## src/rtl/lc3_pkg.sv

```systemverilog
// Shared encodings for the LC-3 control unit: FSM states, opcodes, datapath
// select codes and the bundled control word driven into the datapath.
package lc3_pkg;

  typedef enum logic [4:0] {
    S_INIT, S_F1, S_F2, S_F3, S_DEC, S_EXALU, S_BR, S_JMP, S_JSR1, S_JSR2,
    S_LEA, S_LDA, S_LDRA, S_STA, S_STRA, S_MRD, S_MWB, S_SD, S_SW, S_HALT
  } state_e;

  localparam logic [3:0] OP_BR  = 4'b0000, OP_ADD = 4'b0001, OP_LD  = 4'b0010,
                         OP_ST  = 4'b0011, OP_JSR = 4'b0100, OP_AND = 4'b0101,
                         OP_LDR = 4'b0110, OP_STR = 4'b0111, OP_NOT = 4'b1001,
                         OP_JMP = 4'b1100, OP_LEA = 4'b1110;

  localparam logic [1:0] ALU_ADD = 2'b00, ALU_AND = 2'b01, ALU_NOT = 2'b10, ALU_PASS = 2'b11;
  localparam logic [1:0] PC_INC = 2'b00, PC_EAB = 2'b01, PC_BUS = 2'b10;
  localparam logic [1:0] EAB2_ZERO = 2'b00, EAB2_OFF6 = 2'b01, EAB2_OFF9 = 2'b10, EAB2_OFF11 = 2'b11;
  localparam logic EAB1_PC = 1'b0, EAB1_RA = 1'b1;
  localparam logic MAR_EAB = 1'b0, MAR_ZEXT = 1'b1;
  localparam logic MDR_BUS = 1'b0, MDR_MEM = 1'b1;

  typedef struct packed {
    logic [1:0] aluControl;
    logic [2:0] SR1;
    logic [2:0] SR2;
    logic [2:0] DR;
    logic [1:0] selPC;
    logic       selEAB1;
    logic [1:0] selEAB2;
    logic       selMAR;
    logic       selMDR;
    logic       enaALU;
    logic       enaMARM;
    logic       enaPC;
    logic       enaMDR;
    logic       regWE;
    logic       flagWE;
    logic       ldPC;
    logic       ldIR;
    logic       ldMAR;
    logic       ldMDR;
    logic       memWE;
    logic       halted;
  } ctrl_t;

endpackage

```

## src/rtl/lc3_control_if.sv

```systemverilog
// Control-unit <-> datapath link: IR and flags in, every select/strobe out.
interface lc3_control_if;
  logic [15:0] IR;
  logic        N, Z, P;
  logic [1:0]  aluControl;
  logic [2:0]  SR1, SR2, DR;
  logic [1:0]  selPC;
  logic        selEAB1;
  logic [1:0]  selEAB2;
  logic        selMAR, selMDR;
  logic        enaALU, enaMARM, enaPC, enaMDR;
  logic        regWE, flagWE, ldPC, ldIR, ldMAR, ldMDR, memWE;
  logic        halted;
  logic [15:0] instrCount;

  modport master (
    input  IR, N, Z, P,
    output aluControl, SR1, SR2, DR, selPC, selEAB1, selEAB2, selMAR, selMDR,
           enaALU, enaMARM, enaPC, enaMDR, regWE, flagWE, ldPC, ldIR, ldMAR,
           ldMDR, memWE, halted, instrCount
  );
  modport slave (
    output IR, N, Z, P,
    input  aluControl, SR1, SR2, DR, selPC, selEAB1, selEAB2, selMAR, selMDR,
           enaALU, enaMARM, enaPC, enaMDR, regWE, flagWE, ldPC, ldIR, ldMAR,
           ldMDR, memWE, halted, instrCount
  );
endinterface

```

## src/rtl/lc3_ctrl_decode.sv

```systemverilog
// Combinational map from FSM state (plus IR and flags) to the control word.
module lc3_ctrl_decode
  import lc3_pkg::*;
(
  input  state_e      state_i,
  input  logic [15:0] ir_i,
  input  logic        n_i,
  input  logic        z_i,
  input  logic        p_i,
  output ctrl_t       ctrl_o
);
  logic unused_ir;
  assign unused_ir = ^ir_i[5:3];

  always_comb begin
    ctrl_o = '0;
    case (state_i)
      S_F1: begin
        ctrl_o.enaMARM = 1'b1; ctrl_o.selMAR = MAR_EAB; ctrl_o.selEAB1 = EAB1_PC;
        ctrl_o.selEAB2 = EAB2_ZERO; ctrl_o.ldMAR = 1'b1; ctrl_o.ldPC = 1'b1;
        ctrl_o.selPC = PC_INC;
      end
      S_F2, S_MRD: begin
        ctrl_o.ldMDR = 1'b1; ctrl_o.selMDR = MDR_MEM;
      end
      S_F3: begin
        ctrl_o.enaMDR = 1'b1; ctrl_o.ldIR = 1'b1;
      end
      S_EXALU: begin
        ctrl_o.enaALU = 1'b1; ctrl_o.regWE = 1'b1; ctrl_o.flagWE = 1'b1;
        ctrl_o.DR = ir_i[11:9]; ctrl_o.SR1 = ir_i[8:6]; ctrl_o.SR2 = ir_i[2:0];
        ctrl_o.aluControl = (ir_i[15:12] == OP_AND) ? ALU_AND :
                            (ir_i[15:12] == OP_NOT) ? ALU_NOT : ALU_ADD;
      end
      S_BR: begin
        // Taken-branch load is the only output that looks past the state register.
        if ((ir_i[11] & n_i) | (ir_i[10] & z_i) | (ir_i[9] & p_i)) begin
          ctrl_o.ldPC = 1'b1; ctrl_o.selPC = PC_EAB;
          ctrl_o.selEAB1 = EAB1_PC; ctrl_o.selEAB2 = EAB2_OFF9;
        end
      end
      S_JMP: begin
        ctrl_o.ldPC = 1'b1; ctrl_o.selPC = PC_EAB; ctrl_o.selEAB1 = EAB1_RA;
        ctrl_o.selEAB2 = EAB2_ZERO; ctrl_o.SR1 = ir_i[8:6];
      end
      S_JSR1: begin
        ctrl_o.enaPC = 1'b1; ctrl_o.regWE = 1'b1; ctrl_o.DR = 3'd7;
      end
      S_JSR2: begin
        ctrl_o.ldPC = 1'b1; ctrl_o.selPC = PC_EAB;
        if (ir_i[11]) begin
          ctrl_o.selEAB1 = EAB1_PC; ctrl_o.selEAB2 = EAB2_OFF11;
        end else begin
          ctrl_o.selEAB1 = EAB1_RA; ctrl_o.selEAB2 = EAB2_ZERO; ctrl_o.SR1 = ir_i[8:6];
        end
      end
      S_LEA: begin
        ctrl_o.enaMARM = 1'b1; ctrl_o.selMAR = MAR_EAB; ctrl_o.selEAB1 = EAB1_PC;
        ctrl_o.selEAB2 = EAB2_OFF9; ctrl_o.regWE = 1'b1; ctrl_o.DR = ir_i[11:9];
      end
      S_LDA, S_STA: begin
        ctrl_o.enaMARM = 1'b1; ctrl_o.ldMAR = 1'b1; ctrl_o.selMAR = MAR_EAB;
        ctrl_o.selEAB1 = EAB1_PC; ctrl_o.selEAB2 = EAB2_OFF9;
      end
      S_LDRA, S_STRA: begin
        ctrl_o.enaMARM = 1'b1; ctrl_o.ldMAR = 1'b1; ctrl_o.selMAR = MAR_EAB;
        ctrl_o.selEAB1 = EAB1_RA; ctrl_o.selEAB2 = EAB2_OFF6; ctrl_o.SR1 = ir_i[8:6];
      end
      S_MWB: begin
        ctrl_o.enaMDR = 1'b1; ctrl_o.regWE = 1'b1; ctrl_o.flagWE = 1'b1;
        ctrl_o.DR = ir_i[11:9];
      end
      S_SD: begin
        // Store data travels through the ALU as a pass-through of the source register.
        ctrl_o.enaALU = 1'b1; ctrl_o.aluControl = ALU_PASS; ctrl_o.SR1 = ir_i[11:9];
        ctrl_o.ldMDR = 1'b1; ctrl_o.selMDR = MDR_BUS;
      end
      S_SW:    ctrl_o.memWE  = 1'b1;
      S_HALT:  ctrl_o.halted = 1'b1;
      default: ctrl_o = '0;
    endcase
  end
endmodule

```

## src/rtl/lc3_control.sv

```systemverilog
// LC-3 control unit: state register, retired-instruction counter and the
// decode instance that turns the current state into datapath controls.
module lc3_control
  import lc3_pkg::*;
(
  input  logic          clk,
  input  logic          reset,
  lc3_control_if.master bus
);
  state_e      state_q;
  logic [15:0] cnt_q;
  ctrl_t       ctrl;

  always_ff @(posedge clk or posedge reset) begin
    if (reset) begin
      state_q <= S_INIT;
      cnt_q   <= '0;
    end else begin
      case (state_q)
        S_INIT: state_q <= S_F1;
        S_F1:   state_q <= S_F2;
        S_F2:   state_q <= S_F3;
        S_F3:   state_q <= S_DEC;
        S_DEC: begin
          case (bus.IR[15:12])
            OP_ADD, OP_AND, OP_NOT: state_q <= S_EXALU;
            OP_BR:   state_q <= S_BR;
            OP_JMP:  state_q <= S_JMP;
            OP_JSR:  state_q <= S_JSR1;
            OP_LEA:  state_q <= S_LEA;
            OP_LD:   state_q <= S_LDA;
            OP_LDR:  state_q <= S_LDRA;
            OP_ST:   state_q <= S_STA;
            OP_STR:  state_q <= S_STRA;
            default: state_q <= S_HALT;
          endcase
        end
        S_JSR1:         state_q <= S_JSR2;
        S_LDA, S_LDRA:  state_q <= S_MRD;
        S_MRD:          state_q <= S_MWB;
        S_STA, S_STRA:  state_q <= S_SD;
        S_SD:           state_q <= S_SW;
        S_EXALU, S_BR, S_JMP, S_JSR2, S_LEA, S_MWB, S_SW: begin
          state_q <= S_F1;
          cnt_q   <= cnt_q + 16'd1;
        end
        default: state_q <= S_HALT;
      endcase
    end
  end

  lc3_ctrl_decode u_dec (
    .state_i (state_q),
    .ir_i    (bus.IR),
    .n_i     (bus.N),
    .z_i     (bus.Z),
    .p_i     (bus.P),
    .ctrl_o  (ctrl)
  );

  assign bus.aluControl = ctrl.aluControl;
  assign bus.SR1        = ctrl.SR1;
  assign bus.SR2        = ctrl.SR2;
  assign bus.DR         = ctrl.DR;
  assign bus.selPC      = ctrl.selPC;
  assign bus.selEAB1    = ctrl.selEAB1;
  assign bus.selEAB2    = ctrl.selEAB2;
  assign bus.selMAR     = ctrl.selMAR;
  assign bus.selMDR     = ctrl.selMDR;
  assign bus.enaALU     = ctrl.enaALU;
  assign bus.enaMARM    = ctrl.enaMARM;
  assign bus.enaPC      = ctrl.enaPC;
  assign bus.enaMDR     = ctrl.enaMDR;
  assign bus.regWE      = ctrl.regWE;
  assign bus.flagWE     = ctrl.flagWE;
  assign bus.ldPC       = ctrl.ldPC;
  assign bus.ldIR       = ctrl.ldIR;
  assign bus.ldMAR      = ctrl.ldMAR;
  assign bus.ldMDR      = ctrl.ldMDR;
  assign bus.memWE      = ctrl.memWE;
  assign bus.halted     = ctrl.halted;
  assign bus.instrCount = cnt_q;
endmodule

```

## src/flat_wrapper.sv

```systemverilog
// flat-port wrapper written by rule: the top's interface ports become plain ports
module lc3_control_flat import lc3_pkg::*;
  (clk, reset, bus_IR, bus_N, bus_Z, bus_P, bus_aluControl, bus_SR1, bus_SR2, bus_DR, bus_selPC, bus_selEAB1, bus_selEAB2, bus_selMAR, bus_selMDR, bus_enaALU, bus_enaMARM, bus_enaPC, bus_enaMDR, bus_regWE, bus_flagWE, bus_ldPC, bus_ldIR, bus_ldMAR, bus_ldMDR, bus_memWE, bus_halted, bus_instrCount);
  lc3_control_if bus_i ();
  input  logic clk;
  input  logic reset;
  input wire logic [$bits(bus_i.IR)-1:0] bus_IR;
  input wire logic [$bits(bus_i.N)-1:0] bus_N;
  input wire logic [$bits(bus_i.Z)-1:0] bus_Z;
  input wire logic [$bits(bus_i.P)-1:0] bus_P;
  output wire logic [$bits(bus_i.aluControl)-1:0] bus_aluControl;
  output wire logic [$bits(bus_i.SR1)-1:0] bus_SR1;
  output wire logic [$bits(bus_i.SR2)-1:0] bus_SR2;
  output wire logic [$bits(bus_i.DR)-1:0] bus_DR;
  output wire logic [$bits(bus_i.selPC)-1:0] bus_selPC;
  output wire logic [$bits(bus_i.selEAB1)-1:0] bus_selEAB1;
  output wire logic [$bits(bus_i.selEAB2)-1:0] bus_selEAB2;
  output wire logic [$bits(bus_i.selMAR)-1:0] bus_selMAR;
  output wire logic [$bits(bus_i.selMDR)-1:0] bus_selMDR;
  output wire logic [$bits(bus_i.enaALU)-1:0] bus_enaALU;
  output wire logic [$bits(bus_i.enaMARM)-1:0] bus_enaMARM;
  output wire logic [$bits(bus_i.enaPC)-1:0] bus_enaPC;
  output wire logic [$bits(bus_i.enaMDR)-1:0] bus_enaMDR;
  output wire logic [$bits(bus_i.regWE)-1:0] bus_regWE;
  output wire logic [$bits(bus_i.flagWE)-1:0] bus_flagWE;
  output wire logic [$bits(bus_i.ldPC)-1:0] bus_ldPC;
  output wire logic [$bits(bus_i.ldIR)-1:0] bus_ldIR;
  output wire logic [$bits(bus_i.ldMAR)-1:0] bus_ldMAR;
  output wire logic [$bits(bus_i.ldMDR)-1:0] bus_ldMDR;
  output wire logic [$bits(bus_i.memWE)-1:0] bus_memWE;
  output wire logic [$bits(bus_i.halted)-1:0] bus_halted;
  output wire logic [$bits(bus_i.instrCount)-1:0] bus_instrCount;
  assign bus_i.IR = bus_IR;
  assign bus_i.N = bus_N;
  assign bus_i.Z = bus_Z;
  assign bus_i.P = bus_P;
  assign bus_aluControl = bus_i.aluControl;
  assign bus_SR1 = bus_i.SR1;
  assign bus_SR2 = bus_i.SR2;
  assign bus_DR = bus_i.DR;
  assign bus_selPC = bus_i.selPC;
  assign bus_selEAB1 = bus_i.selEAB1;
  assign bus_selEAB2 = bus_i.selEAB2;
  assign bus_selMAR = bus_i.selMAR;
  assign bus_selMDR = bus_i.selMDR;
  assign bus_enaALU = bus_i.enaALU;
  assign bus_enaMARM = bus_i.enaMARM;
  assign bus_enaPC = bus_i.enaPC;
  assign bus_enaMDR = bus_i.enaMDR;
  assign bus_regWE = bus_i.regWE;
  assign bus_flagWE = bus_i.flagWE;
  assign bus_ldPC = bus_i.ldPC;
  assign bus_ldIR = bus_i.ldIR;
  assign bus_ldMAR = bus_i.ldMAR;
  assign bus_ldMDR = bus_i.ldMDR;
  assign bus_memWE = bus_i.memWE;
  assign bus_halted = bus_i.halted;
  assign bus_instrCount = bus_i.instrCount;
  lc3_control u_core (.clk(clk), .reset(reset), .bus(bus_i));
endmodule
```

## config.mk

```make
export PLATFORM = sky130hd
export DESIGN_NAME = lc3_control_flat
export DESIGN_NICKNAME = d
export VERILOG_FILES = /design/src/rtl/lc3_pkg.sv /design/src/rtl/lc3_control_if.sv /design/src/rtl/lc3_ctrl_decode.sv /design/src/rtl/lc3_control.sv /design/src/flat_wrapper.sv
export SDC_FILE = /design/constraint.sdc
export NUM_CORES = 1
export LEC_CHECK = 0
export ABC_AREA = 1
export CAP_MARGIN = 40
export CELL_PAD_IN_SITES_DETAIL_PLACEMENT = 1
export CELL_PAD_IN_SITES_GLOBAL_PLACEMENT = 1
export CORE_ASPECT_RATIO = 1.25
export CORE_MARGIN = 2
export CORE_UTILIZATION = 32
export CTS_BUF_LIST = sky130_fd_sc_hd__clkbuf_4 sky130_fd_sc_hd__clkbuf_8
export DETAILED_ROUTE_END_ITERATION = 10
export PLACE_DENSITY_LB_ADDON = 0.1
export SYNTH_ARGS = -nofsm -noshare
export SYNTH_HDL_FRONTEND = slang
export SYNTH_HIERARCHICAL = 1
export SYNTH_SLANG_ARGS = --single-unit
```

## constraint.sdc

```tcl
create_clock -name clk -period 1.65 [get_ports clk]
set_clock_uncertainty 0.1 [all_clocks]
set_input_delay 0.33 -clock clk [delete_from_list [all_inputs] [get_ports clk]]
set_output_delay 0.33 -clock clk [all_outputs]
set_load 0.01 [all_outputs]
```

After elaboration in Yosys (flattened, before gate mapping):

Memory sizes are Yosys's and may differ from the RTL's.
Index checks and enable logic that the tools add are counted.

* bits in registers: 21
* latch bits: 0
* bits in writable memories: 0
* ROM bits: 80
* output and inout bits: 46
* word-level logic and storage cells: 75
* memories: 1

* $add $sub $neg: 1
* $mul: 0
* divide/modulo/power cells: 0
* order comparisons: 0
* equality and inequality tests: 21
* shifts and indexed selects: 0
* muxes and demuxes: 26
* bitwise logic cells: 5
* reductions and logical operators: 19

Memory list
* (no name shown): words 16, bits a word 5, read ports 1, clocked after Yosys merged registers in 0, wr ports 0, RTL line lc3_control.sv:25 `case (bus.IR[15:12])`

Operators with widths (count)
* $pmux 5 s10: 1
* $eq 5x4->1 const B: 8
* $eq 5x3->1 const B: 4
* $eq 5x5->1 const B: 4
* $add 16x1->16 const B: 1
* $reduce_or 2->1: 8
* $pmux 3 s5: 1
* $mux 1: 13
* $reduce_or 3->1: 4
* $eq 5x2->1 const B: 2
* $mux 3: 3
* $pmux 3 s3: 1
* $pmux 2 s2: 2
* $reduce_or 4->1: 2
* $reduce_or 8->1: 1
* $reduce_or 7->1: 1
* $pmux 3 s2: 1
* $reduce_or 6->1: 1
* $eq 5x1->1 const B: 1
* $logic_not 5->1: 1
* $reduce_or 5->1: 1
* $eq 4x3->1 const B: 1
* $eq 4x4->1 const B: 1
* $mux 2: 2
* 4 further kinds: 7

Longest topological paths before layout:

* depth in word-level cells: 5
* depth in mapped cells: 9

Modules after synthesis:

The synthesis kept the hierarchy.

Modules (own cells, without submodules)
* lc3_control: times used 1, cells each 230, area an instance 1496.4 µm²
* lc3_ctrl_decode: times used 1, cells each 111, area an instance 520.5 µm²

Worst setup path before layout:

No wires, ideal clock.

* kind: register -> output
* start point: reg u_core.state_q[4]
* end point: out bus_aluControl[0]
* arrival: 1.182 ns
* data required time: 1.220 ns
* path slack: 0.038 ns
* cell stages (with the launch flop): 5
* buffers on the path: 1
* cell sequence: dfrtp_1 -> buf_6 -> nor2_2 -> nand3_2 -> o21ai_0

* longest elaborated chain between the ends: 2

RTL lines
* from (decl): RTL line lc3_control.sv:10 `state_e state_q;`
* from (signal assigned): RTL line lc3_control.sv:16 `state_q <= S_INIT;`
* from (signal assigned): RTL line lc3_control.sv:20 `S_INIT: state_q <= S_F1;`
* from (signal assigned): RTL line lc3_control.sv:21 `S_F1: state_q <= S_F2;`
* $eq 5x5->1 or $eq 5x3->1 (tied branches): RTL line lc3_ctrl_decode.sv:17 `case (state_i)`
* $pmux 2 s2 (*): RTL line lc3_ctrl_decode.sv:17
* to (decl): RTL line flat_wrapper.sv:11 `output wire logic [$bits(bus_i.aluControl)-1:0] bus_aluControl;`

Mark *: on every way between the ends. The rest lies on a longest branch, timed or not.

Worst setup path after layout:

* start point: reg u_core.state_q[3]
* end point: out bus_SR1[1]

* longest elaborated chain between the ends: 3

RTL lines
* $eq 5x4->1 or $eq 5x3->1 (tied branches): RTL line lc3_ctrl_decode.sv:17
* $reduce_or 4->1 (no line)
* $pmux 3 s3 (*): RTL line lc3_ctrl_decode.sv:17
* to (decl): RTL line flat_wrapper.sv:12 `output wire logic [$bits(bus_i.SR1)-1:0] bus_SR1;`

Marks and branches as above.

==> metrics.md <==
| Metric | Value |
|---|---|
| Status | `finished with violations` |
| Failing checks | `negative setup slack` |
| Number of global-route vias before repair | `a little under 3,000` |
| Crit end category | `primary output` |
| Area leader, netlist | `dfrtp_1` |
| Die Height | `around 93 um` |
| Type of the worst setup path | `register to primary output` |
| Per-cell routed wire length | `15.8 um` |
| Final Util | `60.7%` |
| Reg clk slew, reported paths | `roughly 0.08 ns` |
| Final Hold Vio Count | `0` |
| Crit path buf inv count | `2` |
| Synth Cell Area | `roughly 2000 um2` |
| CP delay by family, top | `simple AND/OR/NAND/NOR gates` |
| Yosys reg bits | `21` |
| CP Data Arrival Time | `approximately 1.5 ns` |
| Psw | `~240 uW` |
| Switching Share | `24.3%` |
| Die Footprint | `6960 um2` |
| Clk root buf | `clkbuf_8` |
| Chip Width | `75.0 um` |
| Fin nets | `494` |
| Pleak | `0.00199 uW` |
| Layout cells sized above 1 | `46.3%` |
| H-Tree Depth | `1` |
| Via count | `~2,800` |
| Core ar. | `6130 um2` |
| Syn Area/Cell | `5.91 um2` |
| # diodes | `0` |
| Pin count of the biggest net entering global routing | `22` |
| Peak Freq | `0.511 GHz` |
| Maximum fanout along the worst path | `5` |
| Hold crit path type | `primary input to asynchronous set/reset pin` |
| Post-layout power | `about 1000 uW` |
| Clock network power share | `a little over a third` |
| Max cap viols | `0` |
| Final Wtd Congestion | `0.864` |
| PD cells | `about 260 nW/um2` |
| Area growth syn-to-layout | `84.4%` |
| Synth Instances | `roughly 340` |
| Crit-path max cell delay | `0.49 ns` |
| Slowest CP cell | `dfrtp_2` |
| Tcrit/Tclk final | `119%` |
| First-pass GRT wire length | `13,300 um` |
| Post-synth top area share | `a little over a quarter` |
| Post-route ant nets | `0` |
| PortBufs | `between 60 and 70` |
| Row cnt | `32` |
| Logic pwr share | `11.7%` |
| RSZ-0062 raised after global routing | `true` |
| Placed cell count | `519` |
| Worst EP required | `1.22 ns` |
| Antenna violations before repair | `0` |
| Post-layout min period | `1.96 ns` |
| Max IR drop VDD | `0.000231 V` |
| Setup ws final | `-0.306 ns` |
| DP HPWL | `roughly 5400 um` |
| First-pass iteration count of the detailed router | `4` |
| Clock Sinks | `21` |
| CTS buffer count | `3` |
| Grt ovf | `0` |
| Fin cells | `approximately 560` |
| Final setup violation count | `47` |
| CTS tree | `done` |
| Drt total wl | `8810 um` |
| Vias per Instance | `4.96` |
| Seq/Total Area, Yosys | `26.1%` |
| DRC viols | `0` |
| Tot GR Track Use | `24.4%` |
| Max Root-Sink Buffers | `2` |
| Slew Limit Fails | `0` |
| Starting Density | `32.9%` |
| Latest clock arrival within the worst-skew pair | `~0.27 ns` |
| Reg power frac | `52.5%` |
| Iter 0 DRT Violations | `56` |
| Top-Level Pins | `67` |
| Distinct cells, synth | `26` |
| Cell chain of the critical path | `nor2_4 > nand2_2 > nor2_4 > buf_6 > nand2_2 > nand3_2 > buf_6` |
| Synth top area cells | `dfrtp_1 (26%), nand2_1 (23%), nand3_1 (9.9%), inv_1 (8.4%), nor2_1 (8.0%)` |
| Internal Power | `742 uW` |
| CP startpoint kind | `register` |
| YS warnings | `6` |
==> worst min-delay path, stage by stage <==
cell and delay [ns]:
clkdlybuf4s50_1 0.39, inv_1 0.05, buf_4 0.28
==> sequential cells by signal (all words and copies together) (netlist names) <==
signal	flops
u_core/bus.instrCount	16
u_core/state_q	5
==> layout make-up <==
class | count | area [um2]
Timing Repair Buffer | 130 | 1180
Tap cell | 85 | 106
Fill cell | 798 | 2410
Inverter | 50 | 208
Sequential cell | 21 | 534
Clock inverter | 1 | 5.00
Clock buffer | 3 | 41.3
Multi-Input combinational cell | 266 | 1640
==> Yosys cell counts, drive strengths merged <==
master / count
inv: 49
nor2: 51
conb: 1
xnor2: 1
clkinv: 1
and2: 1
nand3b: 2
nand3: 45
nand2: 124
buf: 5
ha: 1
nor3: 2
xor2: 6
o21ai: 17
nand4: 11
a31oi: 1
dfrtp: 21
o211ai: 2
==> cell families after synthesis <==
kind of cell	share of synthesized area, %
XOR/XNOR	3.04
AO/OA/AOI/OAI	6.95
buffers and inverters	11.7
AND/OR/NAND/NOR	51.4
adder cells (fa/ha/maj)	0.620
other	0.186
flip-flops	26.1
==> layer usage <==
metal  up-vias  GRT usage [%]  share of wire [%]
li1       1337              -                  -
met1      1327           24.7                 36
met2        71           48.5                 58
met3        25           1.85                2.8
met4         0           9.52                3.5
met5         -              0                  0
==> timing repair <==
item	CTS	global route
setup buffers	25	8
endpoints found under the setup margin	47	52
hold buffers	0	0
resized for setup	197	85
cloned	2	0
pin swaps	24	25
==> power groups by stage <==
stage	combinational (uW)	clock, uW	sequential, uW
after floorplan	41.1	0	524
after global placement	109	0	524
after detailed placement	111	0	524
after CTS	113	370	514
after global routing	128	394	514
final	114	351	514
==> cell usage in the layout, fill, tap and decap left out, drive strengths merged <==
cell / synthesis / final
xnor2: 1 / 1
conb: 1 / 2
clkinv: 1 / 2
xor2: 6 / 6
a31oi: 1 / 1
o21ai: 17 / 17
ha: 1 / 1
nand3b: 2 / 2
inv: 49 / 49
clkbuf: 0 / 3
clkdlybuf4s50: 0 / 26
dfrtp: 21 / 21
nor3: 2 / 2
and2: 1 / 1
dlymetal6s2s: 0 / 5
nor2: 51 / 51
nand3: 45 / 45
nand2: 124 / 124
buf: 5 / 97
dlygate4sd2: 0 / 2
o211ai: 2 / 2
nand4: 11 / 11
==> metrics by stage <==
stage	instance area [um2]	TNS (ns)	hold WS, ns	setup WS, ns
5_1_grt	3720	-13.05	0.334	-0.385
6_report	3720	-9.75	0.296	-0.306
4_1_cts	3420	-6.17	0.299	-0.298
3_3_place_gp	2970	-10.55	0.404	-0.517
3_5_place_dp	2970	-11.25	0.434	-0.544
2_1_floorplan	2020	0	0.207	0.0384
==> path summary, 6_finish.rpt <==
| check | cells past startpoint | slack, ns | end | start |
|---|---|---|---|---|
| setup / recovery | 7 | -0.31 | bus_SR1[1] | u_core/state_q[3]$_DFF_PP0_ |
| hold / removal | 3 | 0.30 | u_core/bus.instrCount[12]$_DFFE_PP0P_ | reset |
| setup reg to reg | 12 | -0.21 | u_core/bus.instrCount[2]$_DFFE_PP0P_ | u_core/state_q[3]$_DFF_PP0_ |
| hold reg to reg | 2 | 0.46 | u_core/bus.instrCount[1]$_DFFE_PP0P_ | u_core/bus.instrCount[1]$_DFFE_PP0P_ |
| max in group asynchronous | 3 | 0.90 | u_core/bus.instrCount[10]$_DFFE_PP0P_ | reset |
| min in group clk | 2 | 0.46 | u_core/bus.instrCount[1]$_DFFE_PP0P_ | u_core/bus.instrCount[1]$_DFFE_PP0P_ |
No activity file was read; power rests on OpenSTA's default activity.
